$ cat config.mk
export PLATFORM = sky130hd
export DESIGN_NAME = uart_rx_frame
export DESIGN_NICKNAME = d
export VERILOG_FILES = /design/src/rtl/uart_pkg.sv /design/src/rtl/uart_rx_sync.sv /design/src/rtl/uart_rx_frame.sv
export SDC_FILE = /design/constraint.sdc
export NUM_CORES = 1
export LEC_CHECK = 0
export BUFFER_PORTS_ARGS = -buffer_cell sky130_fd_sc_hd__buf_2
export CELL_PAD_IN_SITES_DETAIL_PLACEMENT = 1
export CELL_PAD_IN_SITES_GLOBAL_PLACEMENT = 1
export CORE_MARGIN = 3
export CORE_UTILIZATION = 30
export CTS_BUF_LIST = sky130_fd_sc_hd__clkbuf_16
export CTS_CLUSTER_SIZE = 24
export DETAILED_ROUTE_END_ITERATION = 8
export GPL_TIMING_DRIVEN = 0
export PLACE_DENSITY_LB_ADDON = 0.1
export SYNTH_ARGS = -nofsm -noshare
export SYNTH_HDL_FRONTEND = slang
export SYNTH_SLANG_ARGS = --single-unit
$ cat constraint.sdc
create_clock -name clk26m -period 1.5 [get_ports clk26m]
set_input_delay 0.3 -clock clk26m [delete_from_list [all_inputs] [get_ports clk26m]]
set_output_delay 0.3 -clock clk26m [all_outputs]
set_load 0.1 [all_outputs]
$ cat src/rtl/uart_pkg.sv
// uart_pkg: shared types and helpers for the UART receive path.
// State encoding covers the optional PARITY state; it is only reachable
// when UART_RX_PARITY_EN is defined.
package uart_pkg;

    typedef enum logic [2:0] {
        IDLE,
        START,
        DATA,
        PARITY,
        STOP
    } state_t;

    localparam logic UART_IDLE_LVL = 1'b1;

    // Number of bits needed to represent values 0..value-1.
    function automatic int clog2(input int value);
        int width;
        width = 0;
        while ((1 << width) < value) begin
            width++;
        end
        return width;
    endfunction

endpackage

$ cat src/rtl/uart_rx_sync.sv
// uart_rx_sync: metastability synchroniser for the async serial line plus a
// 1->0 edge detector. After reset the edge detector stays disarmed until the
// edge flop holds a genuinely sampled value, so a line that is already low
// when reset is released is never mistaken for a start bit.
module uart_rx_sync
    import uart_pkg::*;
#(
    parameter int SYNC_STAGES = 2
) (
    input  logic clk26m,
    input  logic rst26m,
    input  logic rxd_i,
    output logic rxd_s_o,
    output logic fall_o
);

    logic [SYNC_STAGES-1:0] sync_q;
    logic                   edge_q;
    logic [SYNC_STAGES:0]   vld_q;

    // Shift the line through the synchroniser chain and track which flops hold real samples.
    always_ff @(posedge clk26m) begin
        if (rst26m) begin
            sync_q <= {SYNC_STAGES{UART_IDLE_LVL}};
            edge_q <= UART_IDLE_LVL;
            vld_q  <= '0;
        end else begin
            sync_q <= {sync_q[SYNC_STAGES-2:0], rxd_i};
            edge_q <= sync_q[SYNC_STAGES-1];
            vld_q  <= {vld_q[SYNC_STAGES-1:0], 1'b1};
        end
    end

    assign rxd_s_o = sync_q[SYNC_STAGES-1];
    assign fall_o  = vld_q[SYNC_STAGES] & edge_q & ~sync_q[SYNC_STAGES-1];

endmodule

$ cat src/rtl/uart_rx_frame.sv
// uart_rx_frame: UART receive framer. Finds the start bit, enables the baud
// generator, samples each bit on its mid-bit pulse and hands the character
// to the consumer through a one-entry valid/ready holding register.
// Optional parity checking is built when UART_RX_PARITY_EN is defined;
// otherwise the frame has no parity bit and par_err is tied low.
module uart_rx_frame
    import uart_pkg::*;
#(
    parameter int DATA_BITS   = 8,
    parameter int SYNC_STAGES = 2
) (
    input  logic                 clk26m,
    input  logic                 rst26m,
    input  logic                 rxd,
    input  logic                 rx_bpsclk,
    output logic                 rx_bps_en,
    input  logic                 parity_odd,
    output logic [DATA_BITS-1:0] rx_data,
    output logic                 rx_valid,
    input  logic                 rx_ready,
    output logic                 frm_err,
    output logic                 par_err,
    output logic                 ovr_err
);

    localparam int CNT_W = clog2(DATA_BITS + 1);

`ifdef UART_RX_PARITY_EN
    localparam state_t AFTER_DATA = PARITY;
`else
    localparam state_t AFTER_DATA = STOP;
`endif

    state_t               state_q;
    logic [CNT_W-1:0]     bit_cnt_q;
    logic [DATA_BITS-1:0] shreg_q;
    logic                 rx_bps_en_q;
    logic                 frm_err_q;
    logic [DATA_BITS-1:0] rx_data_q;
    logic                 rx_valid_q;
    logic                 ovr_err_q;

    logic rxd_s;
    logic rx_fall;
    logic push;

    uart_rx_sync #(
        .SYNC_STAGES(SYNC_STAGES)
    ) u_sync (
        .clk26m (clk26m),
        .rst26m (rst26m),
        .rxd_i  (rxd),
        .rxd_s_o(rxd_s),
        .fall_o (rx_fall)
    );

    // A character is handed over only when its stop bit is sampled high.
    assign push = (state_q == STOP) && rx_bpsclk && rxd_s;

`ifdef UART_RX_PARITY_EN
    logic par_flag_q;
    logic par_err_q;
`endif

    // Frame FSM: start detection, bit sampling, parity/stop handling and baud enable.
    always_ff @(posedge clk26m) begin
        if (rst26m) begin
            state_q     <= IDLE;
            bit_cnt_q   <= '0;
            shreg_q     <= '0;
            rx_bps_en_q <= 1'b0;
            frm_err_q   <= 1'b0;
`ifdef UART_RX_PARITY_EN
            par_flag_q  <= 1'b0;
            par_err_q   <= 1'b0;
`endif
        end else begin
            frm_err_q <= 1'b0;
`ifdef UART_RX_PARITY_EN
            par_err_q <= 1'b0;
`endif
            case (state_q)
                IDLE: begin
                    if (rx_fall) begin
                        state_q     <= START;
                        rx_bps_en_q <= 1'b1;
                    end
                end
                START: begin
                    if (rx_bpsclk) begin
                        if (!rxd_s) begin
                            state_q   <= DATA;
                            bit_cnt_q <= '0;
                        end else begin
                            state_q     <= IDLE;
                            rx_bps_en_q <= 1'b0;
                        end
                    end
                end
                DATA: begin
                    if (rx_bpsclk) begin
                        shreg_q   <= {rxd_s, shreg_q[DATA_BITS-1:1]};
                        bit_cnt_q <= bit_cnt_q + 1'b1;
                        if (bit_cnt_q == CNT_W'(DATA_BITS - 1)) begin
                            state_q <= AFTER_DATA;
                        end
                    end
                end
`ifdef UART_RX_PARITY_EN
                PARITY: begin
                    if (rx_bpsclk) begin
                        par_flag_q <= (^shreg_q) ^ rxd_s ^ parity_odd;
                        state_q    <= STOP;
                    end
                end
`endif
                STOP: begin
                    if (rx_bpsclk) begin
                        state_q     <= IDLE;
                        rx_bps_en_q <= 1'b0;
                        frm_err_q   <= ~rxd_s;
`ifdef UART_RX_PARITY_EN
                        par_err_q   <= rxd_s & par_flag_q;
`endif
                    end
                end
                default: begin
                    state_q     <= IDLE;
                    rx_bps_en_q <= 1'b0;
                end
            endcase
        end
    end

    // One-entry holding register: load on push when free or being drained, flag overrun otherwise.
    always_ff @(posedge clk26m) begin
        if (rst26m) begin
            rx_data_q  <= '0;
            rx_valid_q <= 1'b0;
            ovr_err_q  <= 1'b0;
        end else begin
            ovr_err_q <= 1'b0;
            if (push) begin
                if (!rx_valid_q || rx_ready) begin
                    rx_data_q  <= shreg_q;
                    rx_valid_q <= 1'b1;
                end else begin
                    ovr_err_q <= 1'b1;
                end
            end else if (rx_valid_q && rx_ready) begin
                rx_valid_q <= 1'b0;
            end
        end
    end

    assign rx_bps_en = rx_bps_en_q;
    assign rx_data   = rx_data_q;
    assign rx_valid  = rx_valid_q;
    assign frm_err   = frm_err_q;
    assign ovr_err   = ovr_err_q;

`ifdef UART_RX_PARITY_EN
    assign par_err = par_err_q;
`else
    logic unused_parity_odd;
    assign unused_parity_odd = parity_odd;
    assign par_err           = 1'b0;
`endif

endmodule

==> impl_metrics.py, run 1 <==
metrics = {
    "outcome": {
        "status": "complete, no violations",
    },
    "logic_synthesis": {
        "synthSimpleGateAreaFrac_pct": 25.8,
        "yosysMostFrequentCell": "dfxtp_1",
        "synth_top_family_by_area": "simple AND/OR/NAND/NOR gates",
        "ys_warn_count": 0,
        "synth-seq-area-share_pct": 49.3,
        "synthArstFlopShare_pct": 0,
        "synth_flop_cell": "dfxtp_1",
        "synth_top_area_cell": "dfxtp_1",
        "synth_adder_area_share_pct": 0.935,
        "yosys.cell_types.count": 36,
        "synth-seq-cells": 33,
        "syn_nets": 151,
        "syn_avg_cell_area_sq_um": 9.30,
        "ys_top_cells_by_count": "dfxtp_1 (33), nand2_1 (22), nor2_1 (14)",
        "synth_top_cell_area_share_pct": 49.3,
        "yosys-top-cells-area": "dfxtp_1 (49%), nand2_1 (6.2%), mux2i_1 (6.0%)",
        "synth_xor_area_share_pct": 0,
        "synth_cells": 144,
        "synth.area.mux_share_pct": 5.98,
        "synth_compound_area_share_pct": 10.4,
        "synth_edf_count": 0,
        "synth_area_sq_um": 1340,
    },
    "clock_network": {
        "clkTransAtPathRegs_ps": 50,
        "postCtsSetupRepairBufs": 0,
        "cts-root-buf": "clkbuf_16",
        "cts_tree": "yes",
        "numCtsBuffers": 5,
        "ctsResizeCount": 0,
        "cts_buffer_depth": 2,
        "hold_buffers": 0,
        "cts.sinks": 33,
        "worstSkewPairLatency_ps": 270,
        "htree_levels": 2,
    },
    "pwr": {
        "p_leak_nw": 0.630,
        "cellPowerDensity_nw_per_um2": 1270,
        "ir_worst_vdd_mv": 0.480,
    },
    "global_route": {
        "grt_overflow": 0,
        "grt_pass1_wl_um": 5220,
        "grt_usage_pct": 13.0,
        "grt_max_degree": 11,
        "antenna_found_initial": 0,
        "grt_pass1_vias": 1083,
    },
    "timing": {
        "grt_setup_unrepaired": "false",
        "setup_tns_ps": 0,
        "fin_skew_ps": 4.25,
        "hold_viol": 0,
        "min_period_ps": 1350,
        "relSlewSlack_pct": 65.6,
        "drv_slew": 0,
        "setup_violations": 0,
        "finalCritPeriodShare_pct": 89.8,
        "fmax_mhz": 742,
        "worst_pin_slew_ps": 517,
    },
    "placed_design": {
        "port_buffers": 15,
        "hpwl_um": 2200,
        "finalWeightedCongestion": 0.805,
        "placed_cells": 209,
    },
    "floorplan": {
        "dieHeight_um": 72.8,
        "fp.dieW_um": 72.8,
        "io_pins": 19,
        "num_rows": 23,
        "start_util_pct": 32.3,
        "dieArea_sq_um": 5300,
        "coreArea_sq_um": 4140,
    },
    "layout": {
        "stdcell_count": 217,
        "layout-drive-gt1-share_pct": 25.1,
        "fillCellCount": 491,
        "synthToLayoutAreaGrowth_pct": 22.5,
        "nets": 173,
        "diodes": 0,
    },
    "setup_path": {
        "end_kind": "flop",
        "path_buf_inv": 1,
        "required_ps": 1650,
        "critical-path-top-delay-family": "compound AO/OA/AOI/OAI gates",
        "slowest_stage": "a31oi_1",
        "critPathLaunchType": "flop",
        "critPathMaxFanout": 10,
        "path_common_cell": "a31oi_1",
        "worstSetupPathType": "reg -> reg",
        "slowest_delay_ps": 310,
        "crit_chain": "buf_4, nor2_1, nand2_1, a31oi_1, a31oi_1",
        "worstPathArrival_ps": 1490,
    },
    "drt": {
        "vias": 1058,
        "ant_nets": 0,
        "drt_iter0_markers": 62,
        "drt_wl_total_um": 3100,
        "drc": 0,
        "viasPerCell": 4.88,
        "drt-pass1-iter-count": 4,
        "avgRoutedWirePerCell_um": 14.3,
    },
    "flow_run": {
        "drv_cap": 0,
    },
    "min_path": {
        "hold_class": "in -> reg",
    },
}
-- stage by stage --
stage	area [sq um]	utilization, %	power (mW)	hold slack [ps]	setup slack [ps]
6_report	1640	39.6	2.08	208	153
5_1_grt	1640	39.6	2.16	217	33.3
4_1_cts	1640	39.6	2.11	203	153
3_5_place_dp	1480	35.7	0.974	409	114
3_3_place_gp	1480	35.7	0.973	393	124
2_1_floorplan	1340	-	0.956	375	68.9
-- flip-flops by register name (all words and copies together) (netlist names), 2 cells and up --
register / cells
rx_data: 8
shreg_q: 8
bit_cnt_q: 4
state_q: 3
u_sync.vld_q: 3
u_sync.sync_q: 2
-- metal layers --
metal	vias up	part of all wire, %	GRT usage [%]	routed length (um)
li1	524	-	-	-
met1	511	50	16.5	1540
met2	18	45	19.9	1400
met3	5	3.6	4.82	113
met4	0	1.3	4.92	40
met5	-	0	0	0
-- logic make-up (layout without fill, tap and decap cells) --
family	Yosys count	after routing
and+or+nand+nor	63	63
buffers and inverters	15	38
muxes	8	8
other	1	1
AOI/OAI and AO/OA	23	23
adders and majority gates	1	1
DFF	33	33
-- worst register-to-register path, delay by kind of cell, from the launching register on --
kind,cells,cell delay [ps]
AOI/OAI and AO/OA,2,440
and+or+nand+nor,2,320
DFF,1,290
buffers and inverters,1,170
-- path summary, 6_finish.rpt --
| path | startpoint | endpoint | slack (ps) | depth (start not counted) |
|---|---|---|---|---|
| hold reg to reg | u_sync.sync_q[0]$_SDFF_PP1_ | u_sync.sync_q[1]$_SDFF_PP1_ | 420 | 1 |
| hold / removal | rxd | u_sync.sync_q[0]$_SDFF_PP1_ | 210 | 2 |
| setup reg to reg | state_q[1]$_SDFFE_PP0P_ | bit_cnt_q[3]$_SDFFE_PP0P_ | 150 | 5 |
| setup / recovery | state_q[1]$_SDFFE_PP0P_ | bit_cnt_q[3]$_SDFFE_PP0P_ | 150 | 5 |
-- layout make-up --
type | count | area, sq um | area share [%]
buffer | 10 | 78.8 | 4.81
clock buffer | 5 | 125 | 7.63
clock inverter | 3 | 37.5 | 2.29
inverter | 5 | 18.8 | 1.14
multi-input combinational | 96 | 581 | 35.4
sequential | 33 | 662 | 40.4
tap | 50 | 62.6 | 3.81
timing repair buffer | 15 | 75.1 | 4.58
-- layout by cell type (no fill, tap or decap), types with 2 or more instances in the layout --
| cell type | synthesis | final |
|---|---|---|
| a21oi_1 | 13 | 13 |
| a31oi_1 | 4 | 4 |
| buf_2 | 3 | 18 |
| buf_4 | 2 | 2 |
| buf_6 | 4 | 4 |
| clkbuf_16 | 0 | 5 |
| dfxtp_1 | 33 | 32 |
| inv_1 | 5 | 6 |
| mux2i_1 | 8 | 8 |
| nand2_1 | 22 | 22 |
| nand2b_1 | 2 | 2 |
| nand4_1 | 2 | 2 |
| nor2_1 | 14 | 14 |
| nor2b_1 | 2 | 2 |
| nor3_1 | 5 | 5 |
| o21ai_0 | 2 | 2 |
| or2_2 | 3 | 3 |
-- power breakdown --
part	total, mW	switching [mW]	internal, mW
Combinational	0.0674	0.0470	0.0205
Clock	1.12	0.353	0.770
Sequential	0.889	0.00355	0.885
No activity file was read; power rests on OpenSTA's default activity.
==> run 2: changes to the inputs <==
--- a/config.mk
+++ b/config.mk
@@ -14,6 +14,7 @@
 export CTS_CLUSTER_SIZE = 24
 export DETAILED_ROUTE_END_ITERATION = 8
 export GPL_TIMING_DRIVEN = 0
+export MAX_ROUTING_LAYER = met4
 export PLACE_DENSITY_LB_ADDON = 0.1
 export SYNTH_ARGS = -nofsm -noshare
 export SYNTH_HDL_FRONTEND = slang
==> run 2 against run 1 <==
  * Combinational power barely moved
  * Critical endpoint unchanged
  * Largest cell class unchanged
  * Global-route usage rose by 0.38 points
  * Sequential share of layout area did not move
  * Hold slack barely moved
  * Clock power barely moved
  * Via count barely moved
==> impl_metrics.py, run 2 (synthesized netlist as in run 1, its figures left out) <==
metrics = {
    "drt": {
        "drt_wl_total_um": 3090,
        "drt_iter0_markers": 68,
        "drt-pass1-iter-count": 4,
        "ant_nets": 0,
        "drc": 0,
        "viasPerCell": 4.88,
        "vias": 1059,
        "avgRoutedWirePerCell_um": 14.2,
    },
    "timing": {
        "min_period_ps": 1350,
        "grt_setup_unrepaired": "false",
        "drv_slew": 0,
        "fmax_mhz": 742,
        "fin_skew_ps": 4.25,
        "setup_violations": 0,
        "hold_viol": 0,
        "setup_tns_ps": 0,
        "finalCritPeriodShare_pct": 89.9,
    },
    "pwr": {
        "ir_worst_vdd_mv": 0.480,
        "p_leak_nw": 0.630,
        "fin_total_pwr_mw": 2.08,
        "cellPowerDensity_nw_per_um2": 1270,
    },
    "global_route": {
        "grt_pass1_vias": 1079,
        "grt_max_degree": 11,
        "grt_overflow": 0,
        "use_met3_pct": 4.82,
        "top_usage_layer": "met2",
        "grt_pass1_wl_um": 5220,
        "grt_util_met1_pct": 16.5,
        "grt_usage_pct": 13.3,
        "antenna_found_initial": 0,
        "use_met2_pct": 19.9,
    },
    "clock_network": {
        "worstSkewPairLatency_ps": 270,
        "postCtsSetupRepairBufs": 0,
        "cts_buffer_depth": 2,
        "cts.sinks": 33,
        "clkTransAtPathRegs_ps": 50,
        "cts_tree": "yes",
        "hold_buffers": 0,
        "ctsResizeCount": 0,
        "htree_levels": 2,
        "numCtsBuffers": 5,
        "cts-root-buf": "clkbuf_16",
    },
    "layout": {
        "final_cell_mix": "dfxtp_1 (32), nand2_1 (22), buf_2 (18)",
        "diodes": 0,
        "layout_commonest_cell": "dfxtp_1",
        "design_area_sq_um": 1640,
        "synthToLayoutAreaGrowth_pct": 22.5,
        "nets": 173,
        "layout-drive-gt1-share_pct": 25.1,
        "stdcell_count": 217,
        "final_util_pct": 39.6,
    },
    "placed_design": {
        "hpwl_um": 2200,
        "finalWeightedCongestion": 0.816,
        "placed_cells": 209,
        "place_area_sq_um": 1480,
        "port_buffers": 15,
    },
    "setup_path": {
        "required_ps": 1650,
        "critPathMaxFanout": 10,
        "end_kind": "flop",
        "r2r_end": "bit_cnt_q[3]$_SDFFE_PP0P_",
        "cp-startpoint": "state_q[1]$_SDFFE_PP0P_",
        "cp_num_cells": 5,
        "endpoint": "bit_cnt_q[3]$_SDFFE_PP0P_",
        "crit_chain": "buf_4, nor2_1, nand2_1, a31oi_1, a31oi_1",
        "r2r_slack_ps": 150,
        "path_common_cell": "a31oi_1",
        "worstSetupPathType": "reg -> reg",
        "path_buf_inv": 1,
        "critPathLaunchType": "flop",
        "slowest_stage": "a31oi_1",
        "critical-path-top-delay-family": "compound AO/OA/AOI/OAI gates",
        "r2r_cells": 5,
        "slowest_delay_ps": 310,
        "r2r_start": "state_q[1]$_SDFFE_PP0P_",
        "worstPathArrival_ps": 1490,
    },
    "floorplan": {
        "dieHeight_um": 72.8,
        "fp.dieW_um": 72.8,
        "coreArea_sq_um": 4140,
        "start_util_pct": 32.3,
        "num_rows": 23,
        "io_pins": 19,
        "dieArea_sq_um": 5300,
    },
    "outcome": {
        "status": "complete, no violations",
    },
    "min_path": {
        "hold_class": "in -> reg",
    },
    "flow_run": {
        "drv_cap": 0,
    },
}
[run 2: area by class of cell]
type                    instances  area [sq um]
plain buffers                  10          78.8
fillers                       491          2500
multi-input cells              96           581
inverters                       5          18.8
clock inverters                 3          37.5
flip-flops and latches         33           662
well taps                      50          62.6
clock buffers                   5           125
repair buffers                 15          75.1
[run 2: where the power goes]
group          switching, mW  internal [mW]  total, mW
Sequential           0.00357          0.885      0.889
Clock                  0.351          0.770       1.12
Combinational         0.0467         0.0205     0.0672
Total                  0.401           1.68       2.08
[run 2: how the worst min path moves through the flow]
stage	startpoint	endpoint	slack, ps	cells after the start
after global routing	rxd	u_sync.sync_q[0]$_SDFF_PP1_	220	2
after global placement	u_sync.sync_q[0]$_SDFF_PP1_	u_sync.sync_q[1]$_SDFF_PP1_	390	1
after floorplan	rst26m	u_sync.vld_q[0]$_DFF_P_	370	1
after CTS	rxd	u_sync.sync_q[0]$_SDFF_PP1_	200	2
after detailed placement	u_sync.sync_q[0]$_SDFF_PP1_	u_sync.sync_q[1]$_SDFF_PP1_	410	1
final	rxd	u_sync.sync_q[0]$_SDFF_PP1_	210	2
[run 2: stage by stage]
stage               worst slack [ps]  hold slack, ps
CTS                              153             203
global placement                 124             393
global route                    33.5             217
finish                           152             208
floorplan                       68.9             375
detailed placement               114             409
[run 2: metal layers]
layer	part of all wire (%)	vias to the layer above	wire [um]
met5	0	-	0
met4	1.3	0	40
met3	3.7	5	113
met2	46	18	1420
met1	49	512	1520
li1	-	524	-
